<file path="src/rtl/mm2_hdmi.sv">
//-----------------------------------------------------------------------------
// mm2_hdmi - stand-alone VGA-style test-pattern generator
//
// Generates raster timing (negative-polarity hSync/vSync, 640x480@60 by
// default) from a single pixel clock and drives an 8-bit red channel from a
// 16x16 monochrome tile bitmap. The tile is repeated across the screen, with
// each bitmap bit covering a (2^SCALE_LOG2)x(2^SCALE_LOG2) pixel cell.
// Bitmap rows are loaded one at a time from a 16-bit pad bus. Each load is
// qualified by a rising edge on an asynchronous strobe pin.
//
// Ports
//   clock       in   1   pixel clock, sole clock domain
//   reset       in   1   asynchronous assert, active high
//   io_data     in   16  bitmap row word, bit 15 = leftmost pixel of the row
//   io_newData  in   1   load strobe, asynchronous; one row per rising edge
//   io_red      out  8   red intensity (8'hFF lit / 8'h00 dark), registered
//   io_hSync    out  1   horizontal sync, active low, registered
//   io_vSync    out  1   vertical sync, active low, registered
//
// Load interface: io_newData is not a valid/ready handshake. It is a bare
// strobe with no back-pressure. A rising edge is seen on the third clock
// edge after it reaches the pad. io_data must be stable from the pad edge
// through that clock. Holding the strobe high loads a single row.
//-----------------------------------------------------------------------------
`timescale 1ns/1ps

module mm2_hdmi #(
    parameter int H_ACTIVE   = 640,
    parameter int H_FP       = 16,
    parameter int H_SYNC     = 96,
    parameter int H_BP       = 48,
    parameter int V_ACTIVE   = 480,
    parameter int V_FP       = 10,
    parameter int V_SYNC     = 2,
    parameter int V_BP       = 33,
    parameter int SCALE_LOG2 = 3
) (
    input  logic        clock,
    input  logic        reset,
    input  logic [15:0] io_data,
    input  logic        io_newData,
    output logic [7:0]  io_red,
    output logic        io_hSync,
    output logic        io_vSync
);

    localparam int H_TOTAL = H_ACTIVE + H_FP + H_SYNC + H_BP;
    localparam int V_TOTAL = V_ACTIVE + V_FP + V_SYNC + V_BP;
    localparam int HW      = $clog2(H_TOTAL);
    localparam int VW      = $clog2(V_TOTAL);

    localparam logic [HW-1:0] H_LAST       = HW'(H_TOTAL - 1);
    localparam logic [HW-1:0] H_ACT        = HW'(H_ACTIVE);
    localparam logic [HW-1:0] H_SYNC_FIRST = HW'(H_ACTIVE + H_FP);
    localparam logic [HW-1:0] H_SYNC_LAST  = HW'(H_ACTIVE + H_FP + H_SYNC - 1);
    localparam logic [VW-1:0] V_LAST       = VW'(V_TOTAL - 1);
    localparam logic [VW-1:0] V_ACT        = VW'(V_ACTIVE);
    localparam logic [VW-1:0] V_SYNC_FIRST = VW'(V_ACTIVE + V_FP);
    localparam logic [VW-1:0] V_SYNC_LAST  = VW'(V_ACTIVE + V_FP + V_SYNC - 1);

    // ------------------------------------------------------------------
    // Raster counters
    // ------------------------------------------------------------------
    logic [HW-1:0] hcnt;
    logic [VW-1:0] vcnt;

    always_ff @(posedge clock or posedge reset) begin
        if (reset) begin
            hcnt <= '0;
            vcnt <= '0;
        end else if (hcnt == H_LAST) begin
            hcnt <= '0;
            if (vcnt == V_LAST) begin
                vcnt <= '0;
            end else begin
                vcnt <= vcnt + VW'(1);
            end
        end else begin
            hcnt <= hcnt + HW'(1);
        end
    end

    // ------------------------------------------------------------------
    // Strobe synchroniser and rising-edge detect.
    // strobe_sync[0] and [1] form the metastability chain. [2] is the
    // delayed copy that the edge detector uses.
    // ------------------------------------------------------------------
    logic [2:0] strobe_sync;
    logic       load;

    always_ff @(posedge clock or posedge reset) begin
        if (reset) begin
            strobe_sync <= '0;
        end else begin
            strobe_sync <= {strobe_sync[1:0], io_newData};
        end
    end

    assign load = strobe_sync[1] & ~strobe_sync[2];

    // ------------------------------------------------------------------
    // Bitmap store. It is single buffered, so a row rewritten mid-frame
    // shows from the next pixel that reads it.
    // ------------------------------------------------------------------
    logic [15:0] bitmap [16];
    logic [3:0]  row_ptr;

    always_ff @(posedge clock or posedge reset) begin
        if (reset) begin
            row_ptr <= '0;
            for (int i = 0; i < 16; i++) begin
                bitmap[i] <= '0;
            end
        end else if (load) begin
            bitmap[row_ptr] <= io_data;
            row_ptr         <= row_ptr + 4'd1;
        end
    end

    // ------------------------------------------------------------------
    // Pixel lookup and sync decode, all from the same hcnt/vcnt
    // ------------------------------------------------------------------
    logic       active;
    logic [3:0] row_sel;
    logic [3:0] col_sel;
    logic       pix_bit;
    logic [7:0] red_next;
    logic       hsync_next;
    logic       vsync_next;

    always_comb begin
        active     = (hcnt < H_ACT) && (vcnt < V_ACT);
        // Taking 4 bits above the cell scale makes the tile repeat every
        // 16 cells on each axis.
        row_sel    = vcnt[SCALE_LOG2 +: 4];
        col_sel    = hcnt[SCALE_LOG2 +: 4];
        // Bit 15 is the leftmost column, so the bit index is 15 - col = ~col.
        pix_bit    = bitmap[row_sel][~col_sel];
        red_next   = (active && pix_bit) ? 8'hFF : 8'h00;
        hsync_next = !((hcnt >= H_SYNC_FIRST) && (hcnt <= H_SYNC_LAST));
        vsync_next = !((vcnt >= V_SYNC_FIRST) && (vcnt <= V_SYNC_LAST));
    end

    // A single output stage keeps red and both syncs aligned at one clock
    // of latency.
    always_ff @(posedge clock or posedge reset) begin
        if (reset) begin
            io_red   <= 8'h00;
            io_hSync <= 1'b1;
            io_vSync <= 1'b1;
        end else begin
            io_red   <= red_next;
            io_hSync <= hsync_next;
            io_vSync <= vsync_next;
        end
    end

endmodule

</file>
<file path="config.mk">
export PLATFORM = sky130hd
export DESIGN_NAME = mm2_hdmi
export DESIGN_NICKNAME = d
export VERILOG_FILES = /design/src/rtl/mm2_hdmi.sv
export SDC_FILE = /design/constraint.sdc
export NUM_CORES = 1
export LEC_CHECK = 0
export CAP_MARGIN = 20
export CORE_UTILIZATION = 37
export CTS_CLUSTER_SIZE = 30
export DETAILED_ROUTE_END_ITERATION = 16
export HOLD_SLACK_MARGIN = 0.06
export PLACE_DENSITY = 0.55
export SYNTH_ARGS = -nofsm -noshare
export SYNTH_HDL_FRONTEND = slang
export SYNTH_SLANG_ARGS = --single-unit
</file>
<file path="constraint.sdc">
create_clock -name clock -period 11.8 [get_ports clock]
set_input_delay 3.54 -clock clock [delete_from_list [all_inputs] [get_ports clock]]
set_output_delay 3.54 -clock clock [all_outputs]
set_load 0.005 [all_outputs]
</file>
* Word level (Yosys, flattened, before mapping)
Index checks and enable logic that the tools add are counted.
** Operators by class
- Add/sub/neg operators :: 3
- $mul :: 0
- Div/mod/pow operators :: 0
- Magnitude comparators :: 10
- Eq/ne operators :: 2
- Shift operators :: 0
- Muxes and demuxes :: 11
- Bitwise operators :: 5
- Reduce and logical (&&, ||, !) cells :: 7
** Operators by type and width (count)
- $bwmux W256 :: 1
- $bmux W16 S4 :: 1
- $demux W16 S4 :: 1
- $mux W16 :: 3
- $add A10 B1 Y10 const B :: 2
- $eq A10 B10 Y1 const B :: 2
- $mux W10 :: 2
- $ge A10 B10 Y1 const B :: 1
- $ge A10 B9 Y1 const B :: 1
- $ge A5 B5 Y1 const B :: 2
- $le A10 B10 Y1 const B :: 1
- $le A10 B9 Y1 const B :: 1
- $lt A10 B10 Y1 const B :: 1
- $lt A10 B9 Y1 const B :: 1
- $not A4 Y5 :: 2
- $mux W8 :: 1
- $logic_and A1 B1 Y1 :: 5
- $lt A4 B5 Y1 const B :: 1
- $lt A5 B1 Y1 const B :: 1
- $add A4 B1 Y4 const B :: 1
- $bmux W1 S4 :: 1
- $not A4 Y4 :: 1
- $logic_not A1 Y1 :: 2
- $and A1 B1 Y1 :: 1
- other kinds (2) :: 2
** Storage, ports and cells
- Register bits :: 293
- Latch bits :: 0
- Bits in writable memories :: 0
- Bits in read-only memories :: 0
- Input bits :: 19
- Output and inout bits :: 10
- Logic and storage cells :: 61
- Memories :: 0

* Logic depth before layout (Yosys ltp)
Gate-level depths: netlist (run 1).
- Word-level depth :: 8
- Gate-level depth with buffers :: 10
- Depth with buffers taken out :: 7

* Worst setup path before layout (run 1)
No wires, ideal clock.
- Kind :: register -> output
- Start point :: register io_red[6] (netlist name)
- End point :: output port io_red[1]
- Arrival time :: 0.582 ns
- Setup slack :: 7.678 ns
- Stages on the path, launching flop included :: 2
- Path through :: dfrtp_1 buf_4
** RTL lines
- to (decl) :: RTL line 42 : output logic [7:0] io_red,

==> results of run 1 <==
==> cells in the mapped netlist, types with 10 or more instances <==
library cell  number
mux2_2           262
dfrtp_1          284
nand2_1           30
clkbuf_1          43
mux4_2            53
a21oi_1           10
mux2i_1           15
buf_4             10
nor2_1            20
buf_2             12
a22oi_1           12
==> per-stage QoR <==
stage / power, mW / std cells / setup WS (ps)
floorplan: 2.07 / 901 / 371
global placement: 2.25 / 1329 / 5620
detailed placement: 2.27 / 1330 / 5620
CTS: 3.24 / 1387 / 6210
global route: 3.38 / 1387 / 5920
finish: 3.20 / 1387 / 6300
==> worst reg2reg max path, cell delays in order, from the launching register on <==
cell       delay [ps]
dfrtp_4           930
buf_4             670
mux4_2            650
a22oi_1           250
a21oi_1           150
a211o_1           340
a2111oi_2         430
a211oi_1          160
==> sequential cells by signal (all words and copies together), names as in the netlist <==
register / count
bitmap: 256
hcnt: 10
vcnt: 10
row_ptr: 4
strobe_sync: 3
io_hSync: 1
io_red: 1
io_vSync: 1
==> final cells by class <==
class                           instances  area (um^2)  area share
Sequential cell                       286         7170       0.480
Multi-Input combinational cell        534         5720       0.384
Tap cell                              455          569      0.0381
Timing Repair Buffer                   45          412      0.0276
Clock inverter                         19          154      0.0103
Clock buffer                           38          852      0.0571
Inverter                               10         45.0     0.00302
==> per-layer routing <==
layer / vias up / GRT usage / share of wire
met3: 38 / 0.0307 / 0.044
met1: 4137 / 0.266 / 0.46
met5: - / 0 / 0.00039
met2: 142 / 0.305 / 0.48
met4: 2 / 0.0418 / 0.015
li1: 3331 / - / -
==> cell families (layout without fill, tap and decap cells) <==
family / Yosys count / count (layout) / synth area share
AOI/OAI and AO/OA: 64 / 64 / 0.0342
adders and majority gates: 8 / 8 / 0.00758
xor gates and xnor gates: 15 / 15 / 0.00994
and+or+nand+nor: 113 / 113 / 0.0446
muxes: 334 / 334 / 0.332
DFF: 286 / 286 / 0.542
buffers and inverters: 81 / 112 / 0.0301
==> worst paths after layout <==
kind                                 from  cells past startpoint             end  slack (ps)
setup / recovery                    reset                      4      bitmap[42]        6300
hold / removal             strobe_sync[0]                      0  strobe_sync[1]         340
setup reg to reg                  vcnt[3]                      7       io_red[6]        8070
hold reg to reg            strobe_sync[0]                      0  strobe_sync[1]         340
max in group clock               io_vSync                      1        io_vSync        6710
min in group asynchronous           reset                      2     bitmap[188]        3500
==> power breakdown <==
part,total (mW),internal (mW),switching (mW)
clock,0.956,0.555,0.402
combinational,0.721,0.467,0.254
sequential,1.52,1.35,0.180
total,3.20,2.37,0.836
==> layout by cell type, fill, tap and decap left out, drive strengths merged, types with 10 or more instances in the layout <==
master	n
a22oi	12
o21ai	10
clkdlybuf4s50	28
a21oi	10
mux2	263
clkbuf	38
nor2	20
dfrtp	284
mux4	56
nand2	30
buf	17
mux2i	15
clkinv	16
==> results_dict.tcl, run 1 <==
set metrics [dict create \
    drv_slew 0 \
    syn_area_per_cell_um2 14.7 \
    setup_viol_count_final 0 \
    grt_use_total 0.189 \
    first_iter_violations 453 \
    leakage_nw 6.40 \
    cts_tree "built" \
    yosysTopAreaCellShare 0.538 \
    cts-resized-gates 0 \
    whs_ps 344 \
    fin_area_mm2 0.0149 \
    antenna_found_initial 1 \
    critical_path_required_ps 12460 \
    core-area_mm2 0.0349 \
    worst_slew_pin_slew_ps 1050 \
    min_period_over_period 0.466 \
    synth_cells 901 \
    critical_path.max_fanout 109 \
    grt_pass1_vias 7962 \
    port_buffers 28 \
    drive_gt1_frac 0.433 \
    cp-start-kind "input port" \
    path_clk_slew_ps 60 \
    dpl_cell_area_mm2 0.0139 \
    fill_cells 3218 \
    maxCapViolCount 0 \
    dp.final_hpwl_um 19000 \
    slowest_stage "buf_4" \
    cp_cell_sequence "clkdlybuf4s50_1, inv_8, buf_4, buf_4" \
    synth.distinct_cells 55 \
    cp.arrival_ps 6160 \
    hp-class "reg -> reg" \
    routed_wl_um 32900 \
    path_delay_family "buffers and inverters" \
    rsz0062_at_grt "no" \
    num_antenna_cells 0 \
    grt_max_degree 110 \
    numCtsBuffers 31 \
    yosys_warnings 0 \
    grt_first_pass_wirelength_um 51100 \
    clockRootBuffer "clkbuf_16" \
    post-synth-top-area-cell "dfrtp_1" \
    postCtsSetupBuffers 0 \
    std_cell_rows 68 \
    post_drt_via_cell_ratio 5.52 \
    grt-ovfl-total 0 \
    crit_path_frequent_cell "buf_4" \
    first_pass_iters 4 \
    end_kind "async pin" \
    synthArstFlopShare 1.00 \
    setup_tns_ps 0 \
    post-route-min-period_ps 5500 \
    start_util 0.379 \
    cpPeakStageDelay_ps 890 \
    synth_edf_count 0 \
    syn-num-nets 928 \
    cts_hold_buf 0 \
    die_y_um 191 \
    syn2layout_area_growth_pct 12.9 \
    synth_area_leaders "dfrtp_1 54%, mux2_2 22%, mux4_2 9.0%" \
    clockBufferDepth 3 \
    ir_drop_mv 0.141 \
    path_buf_inv 4 \
    hold_viol_final 0 \
    clock_skew_ps 7.78 \
    outcome "completed" \
    seq_area_frac_synth 0.542 \
    die_x_um 191 \
    routed-via-count 7650 \
    numClockSinks 286 \
    nets 935 \
    place_congestion 0.735 \
    max_freq_mhz 182 \
    drc 0 \
    antenna_left 0 \
    setup.worst_path.class "in -> async" \
    yosys_register_bits 286 \
    power.density_mw_per_mm2 215 \
    synth_area_mm2 0.0132 \
    cts_max_level 1 \
    wire_per_inst_um 23.7 \
    worstSkewPairLatency_ps 550 \
    slew-limit-headroom 0.296 \
    synthFlopType "dfrtp_1" \
    io_pins 29 \
    dieArea_mm2 0.0365 \
    post-route-util 0.428 \
]
(Power assumes the default switching activity.)
==> run 2, diff against run 1 <==
==> constraint.sdc (replaced) <==
create_clock -name clock -period 5 [get_ports clock]
set_input_delay 1.5 -clock clock [delete_from_list [all_inputs] [get_ports clock]]
set_output_delay 1.5 -clock clock [all_outputs]
set_load 0.005 [all_outputs]
==> run 2 against run 1 <==
Sequential power up 140%. Global-route usage grew 0.22 points. Worst hold slack improved by 6.0 ps. Critical endpoint is now io_red[6].
==> results_dict.tcl, run 2 (synthesized netlist as in run 1, its figures left out) <==
set metrics [dict create \
    place_congestion 0.760 \
    die_y_um 191 \
    clockBufferDepth 3 \
    reg2reg_depth 7 \
    wire_per_inst_um 24.0 \
    ir_drop_mv 0.301 \
    routed_wl_um 33400 \
    setup_tns_ps 0 \
    start_util 0.379 \
    post-route-util 0.432 \
    die_x_um 191 \
    finalWorstSetupSlack_ps 1620 \
    instances_no_fill 1393 \
    hold_end "strobe_sync[1]" \
    num_antenna_cells 0 \
    routed-via-count 7637 \
    p_total_mw 7.79 \
    core-area_mm2 0.0349 \
    path_clk_slew_ps 60 \
    fin_area_mm2 0.0151 \
    maxCapViolCount 0 \
    largest-register "bitmap" \
    whs_ps 350 \
    top_regs "bitmap x256, hcnt x10, vcnt x10" \
    first_pass_iters 4 \
    drv_slew 0 \
    power.density_mw_per_mm2 517 \
    syn2layout_area_growth_pct 14.2 \
    critical_path.max_fanout 40 \
    fill_cells 3153 \
    dp.final_hpwl_um 19700 \
    wl_met3_um 1400 \
    post_drt_via_cell_ratio 5.48 \
    rsz0062_at_grt "no" \
    first_iter_violations 507 \
    regToRegSetupSlack_ps 1620 \
    drive_gt1_frac 0.433 \
    port_buffers 28 \
    min_period_over_period 0.677 \
    post-route-min-period_ps 3380 \
    numClockSinks 286 \
    max_freq_mhz 296 \
    leakage_nw 6.47 \
    grt_use_total 0.191 \
    grt_max_degree 94 \
    worst_slew_pin_slew_ps 1100 \
    wl_met2_um 15300 \
    grt_pass1_vias 7976 \
    cts_max_level 1 \
    r2r-start "vcnt[3]" \
    postCtsSetupBuffers 0 \
    end_kind "flip-flop" \
    seqCellArea_mm2 0.00717 \
    slew-limit-headroom 0.263 \
    cts_hold_buf 0 \
    grt_first_pass_wirelength_um 51600 \
    clock_skew_ps 15.7 \
    dpl_cell_area_mm2 0.0140 \
    hold_viol_final 0 \
    nets 941 \
    hp-class "reg -> reg" \
    cts_tree "built" \
    hold_path.startpoint "strobe_sync[0]" \
    worstSkewPairLatency_ps 570 \
    std_cell_rows 68 \
    largest_reg_flops 256 \
    cts-resized-gates 0 \
    setup.worst_path.class "reg -> reg" \
    antenna_found_initial 0 \
    outcome "completed" \
    layout_common_cells "282 x dfrtp_1, 262 x mux2_2, 53 x mux4_2" \
    io_pins 29 \
    critical_path_required_ps 5420 \
    cp-start-kind "flip-flop" \
    r2r_end "io_red[6]" \
    highest_layer "met4" \
    cp.arrival_ps 3800 \
    wl_met1_um 15900 \
    grt-ovfl-total 0 \
    final_common_cell "dfrtp_1" \
    dieArea_mm2 0.0365 \
    holdPathStages 0 \
    antenna_left 0 \
    dp.cells 1336 \
    drc 0 \
    numCtsBuffers 31 \
    setup_viol_count_final 0 \
    multi_input_area_mm2 0.00571 \
    dp_slack_ps 1590 \
    clockRootBuffer "clkbuf_16" \
]
## run 2: cell count changes in the layout (fill, tap and decap cells not counted), sizes merged
cell / previous run / this run
clkinv: 16 / 8
buf: 17 / 23
clkbuf: 38 / 43
bufinv: 2 / 6
clkinvlp: 2 / 1
## run 2: routing by layer
layer	vias up	GRT usage
li1	3355	-
met1	4092	0.276
met2	140	0.297
met3	50	0.0255
met4	0	0.0569
met5	-	0
## run 2: layout make-up
type / count / share of cell area
repair buffers: 51 / 0.0325
well taps: 455 / 0.0377
clock inverters: 14 / 0.0148
clock buffers: 43 / 0.0584
multi-input cells: 534 / 0.379
inverters: 10 / 0.00274
flip-flops and latches: 286 / 0.475
## run 2: worst max-delay path by stage
stage	cells past startpoint	endpoint	slack, ps	from
after floorplan	1	bitmap[0]	-290	reset
after global placement	7	io_red[6]	1540	vcnt[3]
after detailed placement	7	io_red[6]	1590	vcnt[3]
after CTS	7	io_red[6]	1570	vcnt[3]
after global routing	7	io_red[6]	1410	vcnt[3]
final	7	io_red[6]	1620	vcnt[3]
## run 2: power breakdown
group / total (mW) / switching (mW) / internal [mW] / leakage [nW]
registers: 3.62 / 0.447 / 3.18 / 3.67
clock network: 2.47 / 0.940 / 1.53 / 0.549
logic: 1.70 / 0.594 / 1.11 / 2.26
total: 7.79 / 1.98 / 5.81 / 6.47
## run 2: critical path, stage by stage (launching register included)
cell,delay [ps]
dfrtp_4,930
buf_4,400
mux4_2,530
mux4_2,490
nand2_1,110
nand2_1,70
a2111oi_2,580
a211oi_1,100
==> run 3, diff against run 2 <==
--- a/config.mk
+++ b/config.mk
@@ -10,7 +10,7 @@
 export CTS_CLUSTER_SIZE = 30
 export DETAILED_ROUTE_END_ITERATION = 16
 export HOLD_SLACK_MARGIN = 0.06
-export PLACE_DENSITY = 0.55
+export PLACE_DENSITY = 0.53
 export SYNTH_ARGS = -nofsm -noshare
 export SYNTH_HDL_FRONTEND = slang
 export SYNTH_SLANG_ARGS = --single-unit
==> constraint.sdc (replaced) <==
create_clock -name clock -period 3.3 [get_ports clock]
set_input_delay 0.99 -clock clock [delete_from_list [all_inputs] [get_ports clock]]
set_output_delay 0.99 -clock clock [all_outputs]
set_load 0.005 [all_outputs]
==> run 3 against run 2 <==
First-iteration DRC count is 7.7% lower. Largest power group unchanged. Sequential power up 52%. Cell count is 1.9% higher. Critical path depth decreased by 1. Worst setup slack worse by 1000 ps. Die area stayed put. Via count up 1.8%. Fmax grew 25%. Clock skew shrank 6.8 ps. Clock power is 53% higher. Critical path type unchanged. Global-route usage up 0.93 points.
==> results_dict.tcl, run 3 (synthesized netlist as in run 1, its figures left out) <==
set metrics [dict create \
    outcome "completed" \
    nets 970 \
    final_common_cell "dfrtp_1" \
    leakage_nw 6.65 \
    critical_path.max_fanout 11 \
    routed_wl_um 35000 \
    numCtsBuffers 34 \
    grt_max_degree 73 \
    fill_cells 3201 \
    dp.final_hpwl_um 22100 \
    drc 0 \
    setup_tns_ps 0 \
    cp-start-kind "flip-flop" \
    cts_tree "built" \
    syn2layout_area_growth_pct 16.4 \
    holdPathStages 0 \
    hold_viol_final 0 \
    critical_path_required_ps 3670 \
    routed-via-count 7776 \
    path_clk_slew_ps 60 \
    min_period_over_period 0.818 \
    die_y_um 191 \
    post-route-min-period_ps 2700 \
    layout_common_cells "282 x dfrtp_1, 262 x mux2_2, 53 x mux4_2" \
    die_x_um 191 \
    reg2reg_depth 6 \
    slew-limit-headroom 0.408 \
    setup.worst_path.class "reg -> reg" \
    clockBufferDepth 3 \
    cts_max_level 2 \
    regToRegSetupSlack_ps 600 \
    cp.arrival_ps 3070 \
    setup_viol_count_final 0 \
    core-area_mm2 0.0349 \
    max_freq_mhz 371 \
    dieArea_mm2 0.0365 \
    clock_skew_ps 8.88 \
    cts-resized-gates 0 \
    wire_per_inst_um 24.7 \
    numClockSinks 286 \
    place_congestion 0.801 \
    grt_pass1_vias 8018 \
    num_antenna_cells 0 \
    cts_hold_buf 0 \
    std_cell_rows 68 \
    ir_drop_mv 0.437 \
    maxCapViolCount 0 \
    rsz0062_at_grt "no" \
    worst_slew_pin_slew_ps 886 \
    drive_gt1_frac 0.450 \
    antenna_left 0 \
    clockRootBuffer "clkbuf_16" \
    whs_ps 354 \
    start_util 0.379 \
    io_pins 29 \
    worstSkewPairLatency_ps 500 \
    postCtsSetupBuffers 0 \
    largest_reg_flops 256 \
    first_pass_iters 5 \
    grt_first_pass_wirelength_um 53400 \
    antenna_found_initial 1 \
    first_iter_violations 468 \
    hp-class "reg -> reg" \
    power.density_mw_per_mm2 774 \
    grt-ovfl-total 0 \
    drv_slew 0 \
    largest-register "bitmap" \
    top_regs "bitmap x256, hcnt x10, vcnt x10" \
    grt_use_total 0.200 \
    port_buffers 28 \
    end_kind "flip-flop" \
    p_total_mw 11.9 \
    post_drt_via_cell_ratio 5.48 \
]
## run 3: cell count changes in the layout (fill, tap and decap cells not counted), sizes merged
| cell | delta |
|---|---|
| buf | +26 |
| bufinv | -5 |
| clkbuf | +8 |
| clkinv | -2 |
| inv | -1 |
## run 3: area by class of cell
class | instances | area (um^2) | share of cell area
inverters | 10 | 41.3 | 0.00268
clock inverters | 6 | 55.1 | 0.00358
clock buffers | 51 | 1080 | 0.0701
repair buffers | 77 | 786 | 0.0511
flip-flops and latches | 286 | 7170 | 0.466
multi-input cells | 534 | 5690 | 0.370
well taps | 455 | 569 | 0.0370
## run 3: critical path: stages (launching register included)
cell	delay (ps)
dfrtp_4	580
mux4_1	610
mux2_2	280
a211o_1	300
a211o_1	300
a2111oi_2	400
a211oi_1	90
## run 3: path summary, 6_finish.rpt
path | start | end
setup reg to reg | vcnt[3] | io_red[6]
hold / removal | strobe_sync[0] | strobe_sync[1]
setup / recovery | vcnt[3] | io_red[6]
min in group asynchronous | reset | bitmap[220]
max in group asynchronous | reset | vcnt[4]
hold reg to reg | strobe_sync[0] | strobe_sync[1]
## run 3: where the power goes
part / internal [mW] / total [mW] / switching [mW]
Clock: 2.32 / 3.77 / 1.45
Sequential: 4.81 / 5.50 / 0.682
Combinational: 1.70 / 2.65 / 0.947
Total: 8.83 / 11.9 / 3.08
## run 3: routing by layer
metal  up-vias  share of wire  track usage  routed length, um
met5         -              0            0                  0
met4         0          0.024       0.0575                851
met3        56          0.037       0.0275               1280
met2       149           0.46        0.313              16200
met1      4168           0.48        0.289              16700
li1       3403              -            -                  -
## run 3: stage by stage
stage          std cells  cell area [um^2]   util  worst slack [ps]
6_report            1419             15400  0.441               602
5_1_grt             1419             15400  0.441               483
4_1_cts             1419             15400  0.441               582
3_5_place_dp        1362             14300  0.409               586
3_3_place_gp        1362             14300  0.409               603
2_1_floorplan        901             13200      -             -1480
